$ cat src/rtl/uart_cmd_decoder_if.sv
// ---------------------------------------------------------------------------
// uart_cmd_decoder_if
// Byte-in / instruction-out handshake bundle for uart_cmd_decoder.
//   rx_data    [7:0]  received byte from the UART receiver
//   rx_valid          1-cycle strobe qualifying rx_data
//   inst       [7:0]  instruction word to the sequencer
//   inst_valid        1-cycle issue strobe for inst
// Modports:
//   slave  - the decoder (consumes rx bytes, produces instructions)
//   master - the UART/sequencer side (or a testbench)
// ---------------------------------------------------------------------------
interface uart_cmd_decoder_if;
    logic [7:0] rx_data;
    logic       rx_valid;
    logic [7:0] inst;
    logic       inst_valid;

    modport slave (
        input  rx_data,
        input  rx_valid,
        output inst,
        output inst_valid
    );

    modport master (
        output rx_data,
        output rx_valid,
        input  inst,
        input  inst_valid
    );
endinterface

$ cat src/rtl/uart_cmd_decoder.sv
// ---------------------------------------------------------------------------
// uart_cmd_decoder
// Turns ASCII lines of two hex digits terminated by CR and/or LF into 8-bit
// sequencer instructions. Decoded words are buffered in a small FIFO and
// issued as single-cycle strobes with a minimum spacing of INST_GAP cycles.
// Ports:
//   clk         system clock
//   rst_n       asynchronous active-low reset
//   cmd         uart_cmd_decoder_if.slave: rx_data/rx_valid in,
//               inst/inst_valid out
//   o_err       1-cycle pulse per parse error or FIFO overflow
//   o_err_cnt   saturating error count
//   o_fifo_cnt  current FIFO occupancy (registered)
// ---------------------------------------------------------------------------
module uart_cmd_decoder #(
    parameter int unsigned FIFO_AW  = 2,
    parameter int unsigned INST_GAP = 16,
    parameter int unsigned ERR_W    = 8
) (
    input  logic                 clk,
    input  logic                 rst_n,
    uart_cmd_decoder_if.slave    cmd,
    output logic                 o_err,
    output logic [ERR_W-1:0]     o_err_cnt,
    output logic [FIFO_AW:0]     o_fifo_cnt
);

    localparam int unsigned DEPTH = 1 << FIFO_AW;
    localparam int unsigned GAP_W = (INST_GAP > 1) ? $clog2(INST_GAP) : 1;

    typedef enum logic [1:0] {
        S_IDLE,
        S_HI,
        S_LO,
        S_ERR
    } state_t;

    // ---------------- byte classification ----------------
    logic       is_hex;
    logic       is_eol;
    logic [3:0] nib;

    always_comb begin
        is_hex = 1'b0;
        nib    = '0;
        is_eol = (cmd.rx_data == 8'h0D) || (cmd.rx_data == 8'h0A);
        if (cmd.rx_data >= 8'h30 && cmd.rx_data <= 8'h39) begin
            is_hex = 1'b1;
            nib    = cmd.rx_data[3:0];
        end else if ((cmd.rx_data >= 8'h41 && cmd.rx_data <= 8'h46) ||
                     (cmd.rx_data >= 8'h61 && cmd.rx_data <= 8'h66)) begin
            // 'A'/'a' have low nibble 1, so +9 maps them to 10..15
            is_hex = 1'b1;
            nib    = cmd.rx_data[3:0] + 4'd9;
        end
    end

    // ---------------- parser FSM ----------------
    state_t     state_q, state_d;
    logic [3:0] hi_q, hi_d;
    logic [3:0] lo_q, lo_d;
    logic       parse_err;
    logic       push;

    always_ff @(posedge clk or negedge rst_n) begin
        if (!rst_n) begin
            state_q <= S_IDLE;
            hi_q    <= '0;
            lo_q    <= '0;
        end else begin
            state_q <= state_d;
            hi_q    <= hi_d;
            lo_q    <= lo_d;
        end
    end

    always_comb begin
        state_d   = state_q;
        hi_d      = hi_q;
        lo_d      = lo_q;
        parse_err = 1'b0;
        push      = 1'b0;
        if (cmd.rx_valid) begin
            unique case (state_q)
                S_IDLE: begin
                    if (is_hex) begin
                        hi_d    = nib;
                        state_d = S_HI;
                    end else if (!is_eol) begin
                        parse_err = 1'b1;
                        state_d   = S_ERR;
                    end
                end
                S_HI: begin
                    if (is_hex) begin
                        lo_d    = nib;
                        state_d = S_LO;
                    end else begin
                        parse_err = 1'b1;
                        state_d   = is_eol ? S_IDLE : S_ERR;
                    end
                end
                S_LO: begin
                    if (is_eol) begin
                        push    = 1'b1;
                        state_d = S_IDLE;
                    end else begin
                        parse_err = 1'b1;
                        state_d   = S_ERR;
                    end
                end
                S_ERR: begin
                    if (is_eol) state_d = S_IDLE;
                end
                default: state_d = S_IDLE;
            endcase
        end
    end

    // ---------------- FIFO ----------------
    logic [7:0]         mem_q [DEPTH];
    logic [FIFO_AW-1:0] wr_ptr_q;
    logic [FIFO_AW-1:0] rd_ptr_q;
    logic [FIFO_AW:0]   cnt_q;
    logic               full;
    logic               empty;
    logic               wr_en;
    logic               overflow;
    logic               fire;

    // Occupancy never exceeds DEPTH, so the MSB alone marks full.
    // Fullness uses the registered count, so a same-cycle pop never makes
    // room for a push.
    assign full     = cnt_q[FIFO_AW];
    assign empty    = (cnt_q == '0);
    assign wr_en    = push && !full;
    assign overflow = push && full;

    always_ff @(posedge clk) begin
        if (wr_en) mem_q[wr_ptr_q] <= {hi_q, lo_q};
    end

    always_ff @(posedge clk or negedge rst_n) begin
        if (!rst_n) begin
            wr_ptr_q <= '0;
            rd_ptr_q <= '0;
            cnt_q    <= '0;
        end else begin
            if (wr_en) wr_ptr_q <= wr_ptr_q + 1'b1;
            if (fire)  rd_ptr_q <= rd_ptr_q + 1'b1;
            unique case ({wr_en, fire})
                2'b10:   cnt_q <= cnt_q + 1'b1;
                2'b01:   cnt_q <= cnt_q - 1'b1;
                default: cnt_q <= cnt_q;
            endcase
        end
    end

    assign o_fifo_cnt = cnt_q;

    // ---------------- issue logic ----------------
    logic [GAP_W-1:0] gap_q;
    logic             inst_valid_q;
    logic [7:0]       inst_q;

    assign fire = !empty && (gap_q == '0);

    always_ff @(posedge clk or negedge rst_n) begin
        if (!rst_n) begin
            gap_q        <= '0;
            inst_valid_q <= 1'b0;
            inst_q       <= '0;
        end else begin
            inst_valid_q <= fire;
            if (fire) begin
                inst_q <= mem_q[rd_ptr_q];
                gap_q  <= GAP_W'(INST_GAP - 1);
            end else if (gap_q != '0) begin
                gap_q <= gap_q - 1'b1;
            end
        end
    end

    assign cmd.inst       = inst_q;
    assign cmd.inst_valid = inst_valid_q;

    // ---------------- error reporting ----------------
    logic             err_q;
    logic [ERR_W-1:0] err_cnt_q;
    logic             err_d;

    assign err_d = parse_err || overflow;

    always_ff @(posedge clk or negedge rst_n) begin
        if (!rst_n) begin
            err_q     <= 1'b0;
            err_cnt_q <= '0;
        end else begin
            err_q <= err_d;
            if (err_d && (err_cnt_q != '1)) err_cnt_q <= err_cnt_q + 1'b1;
        end
    end

    assign o_err     = err_q;
    assign o_err_cnt = err_cnt_q;

endmodule

$ cat src/flat_wrapper.sv
// flat-port wrapper written by rule: the top's interface ports become plain ports
module uart_cmd_decoder_flat 
#(
    parameter int unsigned FIFO_AW  = 2,
    parameter int unsigned INST_GAP = 16,
    parameter int unsigned ERR_W    = 8
)
  (clk, rst_n, o_err, o_err_cnt, o_fifo_cnt, cmd_rx_data, cmd_rx_valid, cmd_inst, cmd_inst_valid);
  uart_cmd_decoder_if cmd_i ();
  input  logic clk;
  input  logic rst_n;
  output logic o_err;
  output logic [ERR_W-1:0] o_err_cnt;
  output logic [FIFO_AW:0] o_fifo_cnt;
  input wire logic [$bits(cmd_i.rx_data)-1:0] cmd_rx_data;
  input wire logic [$bits(cmd_i.rx_valid)-1:0] cmd_rx_valid;
  output wire logic [$bits(cmd_i.inst)-1:0] cmd_inst;
  output wire logic [$bits(cmd_i.inst_valid)-1:0] cmd_inst_valid;
  assign cmd_i.rx_data = cmd_rx_data;
  assign cmd_i.rx_valid = cmd_rx_valid;
  assign cmd_inst = cmd_i.inst;
  assign cmd_inst_valid = cmd_i.inst_valid;
  uart_cmd_decoder #(.FIFO_AW(FIFO_AW), .INST_GAP(INST_GAP), .ERR_W(ERR_W)) u_core (.clk(clk), .rst_n(rst_n), .cmd(cmd_i), .o_err(o_err), .o_err_cnt(o_err_cnt), .o_fifo_cnt(o_fifo_cnt));
endmodule
$ cat config.mk
export PLATFORM = sky130hd
export DESIGN_NAME = uart_cmd_decoder_flat
export DESIGN_NICKNAME = d
export VERILOG_FILES = /design/src/rtl/uart_cmd_decoder_if.sv /design/src/rtl/uart_cmd_decoder.sv /design/src/flat_wrapper.sv
export SDC_FILE = /design/constraint.sdc
export NUM_CORES = 1
export LEC_CHECK = 0
export CORE_MARGIN = 2
export CORE_UTILIZATION = 56
export DETAILED_ROUTE_END_ITERATION = 8
export PLACE_DENSITY = 0.78
export RECOVER_POWER = 100
export SETUP_SLACK_MARGIN = 0.2
export SLEW_MARGIN = 20
export SYNTH_ARGS = -nofsm -noshare
export SYNTH_HDL_FRONTEND = slang
export SYNTH_SLANG_ARGS = --single-unit
export TNS_END_PERCENT = 5
$ cat constraint.sdc
create_clock -name clk -period 3.4 [get_ports clk]
set_clock_uncertainty 0.05 [all_clocks]
set_input_delay 0.85 -clock clk [delete_from_list [all_inputs] [get_ports clk]]
set_output_delay 0.85 -clock clk [all_outputs]
set_load 0.05 [all_outputs]
* Word-level counts from Yosys, hierarchy flattened
Memories as Yosys holds them, arrays and structs flattened. A register that Yosys moved wholly into a read port is not among the register bits.
Cells that the tools add are included.
** Operators by class
- $add $sub $neg :: 7
- Order comparisons :: 6
- Eq/ne operators :: 10
- Mux-type cells :: 23
- Reduce and logical (&&, ||, !) cells :: 22
** Operators with widths (number)
- equality test 8 x 4 -> 1 bit, second input constant :: 2
- greater-or-equal comparator 8 x 7 -> 1 bit, second input constant :: 2
- <= comparator 8 x 7 -> 1 bit, second input constant :: 2
- 2-to-1 mux 4 bit :: 4
- 2-to-1 mux 1 bit :: 11
- 2-to-1 mux 2 bit :: 5
- AND reduction 3 bit :: 3
- adder 8 x 1 -> 8 bit, second input constant :: 1
- greater-or-equal comparator 8 x 6 -> 1 bit, second input constant :: 1
- <= comparator 8 x 6 -> 1 bit, second input constant :: 1
- inequality test 8 bit, second input constant :: 1
- one-hot mux 2 bit (4 select lines) :: 1
- logical AND 1 bit :: 7
- equality test 2 bit, second input constant :: 3
- one-hot mux 3 bit (2 select lines) :: 1
- adder 2 x 1 -> 2 bit, second input constant :: 2
- adder 4 bit, second input constant :: 1
- equality test 2 x 1 -> 1 bit, second input constant :: 2
- zero test 4 bit :: 1
- nonzero test 2 bit :: 2
- nonzero test 4 bit :: 1
- subtractor 4 x 1 -> 4 bit, second input constant :: 1
- adder 3 x 1 -> 3 bit, second input constant :: 1
- zero test 1 bit :: 3
- 7 further kinds :: 9
** Word-level totals
- Flip-flop bits (word level) :: 31
- Bits in writable memories :: 32
- Input bits :: 11
- Output and inout bits :: 21
- Logic and storage cells :: 79
- Memories kept :: 1
** Memory list
- u_core.mem_q :: depth 4, width 8, read ports 1, clocked after Yosys merged registers in 1, write ports 1, RTL line uart_cmd_decoder.sv:121 : logic [7:0] mem_q [DEPTH];

* Logic depth before layout (Yosys ltp)
- Word-level depth :: 10
- Mapped depth :: 12
- Gate-level depth less buffers :: 12

* Worst setup path before layout
No wires, ideal clock.
- Path type :: in2reg
- Start point :: in cmd_rx_data[7]
- End point :: reg u_core.cnt_q[2] (netlist: u_core.o_fifo_cnt[2])
- Library setup time :: 146 ps
- Arrival :: 2805 ps
- Data required time :: 3204 ps
- Slack :: 399 ps
- Stages on the path :: 10
- Path buffers :: 0
- Path through :: or4b_1 -> nor3_1 -> nor4b_4 -> inv_1 -> ha_1 -> inv_1 -> fa_1 -> xor2_1 -> nor2_1 -> xor2_1
** Between the ends
- Cells in the longest elaborated chain, start to end :: 8
- Elaborated cells on any way between the ends :: 11
- Classes of those cells :: 4 x eq/ne; 4 x mux; 3 x reduce/logical
** RTL lines
- from (decl) :: RTL line flat_wrapper.sv:15 : input wire logic [$bits(cmd_i.rx_data)-1:0] cmd_rx_data;
- equality test 8 x 4 -> 1 bit :: RTL line uart_cmd_decoder.sv:46 : is_eol = (cmd.rx_data == 8'h0D) || (cmd.rx_data == 8'h0A);
- logical OR 1 bit * :: RTL line uart_cmd_decoder.sv:46
- 2-to-1 mux 1 bit * :: RTL line uart_cmd_decoder.sv:104 : if (is_eol) begin
- 2-to-1 mux 1 bit * :: RTL line uart_cmd_decoder.sv:84 : unique case (state_q)
- 2-to-1 mux 1 bit * :: RTL line uart_cmd_decoder.sv:83 : if (cmd.rx_valid) begin
- logical AND 1 bit * :: RTL line uart_cmd_decoder.sv:136 : assign wr_en = push && !full;
- equality test 2 x 1 -> 1 bit / equality test 2 bit (equally long branches) :: RTL line uart_cmd_decoder.sv:151 : unique case ({wr_en, fire})
- one-hot mux 3 bit (2 select lines) / nonzero test 2 bit (equally long branches)
- to (signal assigned) :: RTL line uart_cmd_decoder.sv:152 : 2'b10: cnt_q <= cnt_q + 1'b1;
- to (signal assigned) :: RTL line uart_cmd_decoder.sv:153 : 2'b01: cnt_q <= cnt_q - 1'b1;
- to (signal assigned) :: RTL line uart_cmd_decoder.sv:154 : default: cnt_q <= cnt_q;
- to (decl) :: RTL line uart_cmd_decoder.sv:124 : logic [FIFO_AW:0] cnt_q;
Every way passes the cells marked *; elsewhere a longest branch is shown, timed or not.
A chain may end at the register's enable or synchronous reset.

* Final worst setup path
- Start point :: in cmd_rx_data[1]
- End point :: reg u_core.err_cnt_q[1] (netlist: u_core.o_err_cnt[1])
** Between the ends
- Cells in the longest elaborated chain, start to end :: 10
- Elaborated cells on any way between the ends :: 26
- Classes of those cells :: 6 x order compare; 2 x eq/ne; 10 x mux; 8 x reduce/logical
** RTL lines
- greater-or-equal comparator 8 x 7 -> 1 bit (tied with other cells) :: RTL line uart_cmd_decoder.sv:50 : end else if ((cmd.rx_data >= 8'h41 && cmd.rx_data <= 8'h46) ||
- logical AND 1 bit, on equally long branches :: RTL line uart_cmd_decoder.sv:50, uart_cmd_decoder.sv:51
- logical OR 1 bit :: RTL line uart_cmd_decoder.sv:50
- 2-to-1 mux 1 bit :: RTL line uart_cmd_decoder.sv:50
- 2-to-1 mux 1 bit :: RTL line uart_cmd_decoder.sv:47 : if (cmd.rx_data >= 8'h30 && cmd.rx_data <= 8'h39) begin
- 2-to-1 mux 1 bit, on equally long branches :: RTL line uart_cmd_decoder.sv:95, uart_cmd_decoder.sv:86
- one-hot mux 1 bit (3 select lines) :: RTL line uart_cmd_decoder.sv:84
- 2-to-1 mux 1 bit :: RTL line uart_cmd_decoder.sv:83
- logical OR 1 bit * :: RTL line uart_cmd_decoder.sv:192 : assign err_d = parse_err || overflow;
- logical AND 1 bit * :: RTL line uart_cmd_decoder.sv:200 : if (err_d && (err_cnt_q != '1)) err_cnt_q <= err_cnt_q + 1'b1;
- to (signal assigned) :: RTL line uart_cmd_decoder.sv:200
- to (decl) :: RTL line uart_cmd_decoder.sv:189 : logic [ERR_W-1:0] err_cnt_q;
Marks and branches as above.

==> metrics.yaml <==
synth_compound_area_frac: 0.06769
routedWlPerCell_um: 15.37
setup.worst_path.start_class: "primary input"
synthXorXnorAreaFrac: 0.03500
clkPwrFrac: 0.278
viasPerCell: 5.536
routabilityCongestion: 0.8020
ys_warn_count: 0
pin_count: 32
grt.total_usage: 0.1912
fin_util: 0.7062
hold_path.class: "reg2reg"
coreArea_um2: 5574
synth_edf_count: 32
cts_sinks: 71
run_status: "complete, but fails checks"
drive_gt1_frac: 0.2222
rsz0062_at_grt: "false"
n_antenna_cell: 0
root_buffer: "clkbuf_8"
syn_inst: 221
path_class: "in2reg"
syn_area_um2: 3253
fmax_mhz: 322.8
yosys.area.top_type: "dfrtp_1"
internal-power_w: 0.001745
die_area_um2: 6434
cts_buffers: 9
grt_pass1_wl_um: 8997
synth.area.top_cells: "dfrtp_1 30%, edfxtp_1 30%, mux2_2 5.9%, mux4_2 5.5%, ha_1 4.6%"
hold_viol_final: 0
ys_seq_area_frac: 0.5954
post-cts-setup-buffers: 0
p_switching_w: 0.0009047
io_buffers: 31
grt_max_degree: 40
arrival_ns: 3.27
clk_pin_slew_ns: 0.07
seqPwrFrac: 0.432
antenna_left: 0
synth_top_area_frac: 0.3000
setup_violations: 0
nNetsFinal: 298
tns_ns: 0
muxShareOfSynthArea: 0.1319
antenna_found_initial: 0
p_leak_nw: 1.717
cts_tree: "done"
ys_types: 48
cts-htree-levels: 3
slew_headroom: -0.3984
synth-simple-area-share: 0.09077
final_common_cell: "dfrtp_1"
routed_wirelength_um: 5394
dieWidth_um: 80.22
worstHoldStart: "u_core.gap_q[3]$_DFFE_PN0P_"
synth-seq-cells: 71
grt_pass1_vias: 1895
crit_path_max_fanout: 7
synth_fa_ha_area_frac: 0.05231
initialDrtViolationCount: 124
clockBufferDepth: 2
tightest_slew_ns: 2.098
violations: "capacitance limit, slew limit"
finalCritPeriodShare: 0.9111
mostFrequentLayoutCells: "39 x dfrtp_1, 32 x edfxtp_1, 21 x dlygate4sd3_1"
async_flop_share: 0.5493
end_kind: "register"
synth_top_family_by_area: "multiplexers"
initial_core_util: 0.5836
drt_pass1_iterations: 4
grt_overflow: 0
maxCapViolations: 1
critPathLaunch: "cmd_rx_data[1]"
fill_cells: 384
row_count: 27
avgSynthCellArea_um2: 14.72
syn-num-nets: 245
synthFlopType: "dfrtp_1"
dp_hpwl_um: 3858
fin_crit_ns: 3.098
rr_startpoint: "u_core.gap_q[0]$_DFFE_PN0P_"
insertion_delay_ns: 0.34
powerDensity_nw_per_um2: 673.2
swShare: 0.3414
required_ns: 3.57
slew_viol_final: 40
dieHeight_um: 80.22
ir_drop_mv: 0.5164
drc_errors: 0
vias: 1943
areaGrowthSynthToFinish_pct: 21.00
combPwrFrac: 0.291
==> stage by stage <==
step	std cells	hold WS [ns]	setup slack, ns	total power [W]	instance area, um^2
floorplan	221	0.3903	0.3989	0.001705	3253
detailed placement	335	0.4167	0.006334	0.001967	3757
finish	351	0.4230	0.3024	0.002650	3936
CTS	351	0.4263	0.3213	0.002704	3981
global route	351	0.4575	0.1074	0.002793	3936
global placement	335	0.4073	0.05626	0.001945	3757
==> state kept, by name (all words and copies together) (netlist names) <==
register               count
u_core.o_err_cnt           8
u_core.state_q             2
u_core.gap_q               4
u_core.cmd.inst_valid      1
u_core.hi_q                4
u_core.mem_q              32
u_core.lo_q                4
u_core.rd_ptr_q            2
u_core.wr_ptr_q            2
u_core.o_fifo_cnt          3
u_core.cmd.inst            8
u_core.o_err               1
==> critical path, stage by stage <==
cell and delay (ns):
clkdlybuf4s50_1 0.47, inv_1 0.10, ha_1 0.19, o21bai_1 0.09, a2111oi_0 0.57, a21oi_1 0.25, buf_4 0.24, o211ai_4 0.19
mux2_4 0.31
==> kinds of logic (layout without fill, tap and decap cells) <==
logic type | Yosys count | in the layout
muxes | 30 | 30
xor gates and xnor gates | 13 | 13
AOI/OAI and AO/OA | 29 | 29
adders and majority gates | 13 | 13
and+or+nand+nor | 45 | 45
DFF | 71 | 71
buffers and inverters | 20 | 78
==> power by group through the flow <==
| stage | Clock (W) | Combinational [W] | Sequential [W] |
|---|---|---|---|
| 3_3_place_gp | 0 | 0.000785 | 0.00116 |
| 2_1_floorplan | 0 | 0.000322 | 0.00138 |
| 6_report | 0.000735 | 0.000770 | 0.00114 |
| 4_1_cts | 0.000745 | 0.000808 | 0.00115 |
| 5_1_grt | 0.000793 | 0.000833 | 0.00117 |
| 3_5_place_dp | 0 | 0.000801 | 0.00117 |
==> worst paths after layout <==
path / depth (start not counted) / endpoint / slack, ns
max: 9 / u_core.o_err_cnt[1]$_DFFE_PN0P_ / 0.30
min: 1 / u_core.gap_q[3]$_DFFE_PN0P_ / 0.42
max reg2reg: 11 / u_core.o_fifo_cnt[2]$_DFFE_PN0P_ / 0.59
min reg2reg: 1 / u_core.gap_q[3]$_DFFE_PN0P_ / 0.42
max in group asynchronous: 1 / u_core.lo_q[1]$_DFFE_PN0P_ / 1.03
min in group asynchronous: 1 / u_core.rd_ptr_q[1]$_DFFE_PN0P_ / 1.05
==> metal layers <==
layer | GRT usage | vias up | routed length, um | part of all wire
met4 | 0.09661 | 0 | 97 | 0.018
met3 | 0.03820 | 9 | 162 | 0.030
met1 | 0.2598 | 981 | 2465 | 0.46
met5 | 0 | - | 0 | 0
met2 | 0.2942 | 37 | 2669 | 0.49
li1 | - | 916 | - | -
==> synth_stat cells, types with 5 or more instances <==
master    count
xnor2_1       9
nor2_1        7
ha_1         12
edfxtp_1     32
and2_1        5
mux2_2       17
o21ai_0       5
a21oi_1       8
dfrtp_1      39
mux4_2        8
and3_1        6
inv_1        13
nand2_1      10
==> layout make-up <==
class | instances | area, um^2 | area share
Sequential cell | 71 | 1937 | 0.4921
Multi-Input combinational cell | 130 | 1222 | 0.3106
Timing Repair Buffer | 49 | 414.1 | 0.1052
Clock buffer | 11 | 141.4 | 0.03592
Tap cell | 72 | 90.09 | 0.02289
Clock inverter | 5 | 82.58 | 0.02098
Inverter | 13 | 48.80 | 0.01240
==> timing repair <==
action | 4_1_cts | 5_1_grt
hold buffers | 0 | 0
resized for setup | 0 | 1
setup endpoints to repair | 0 | 2
(Power assumes the default switching activity.)
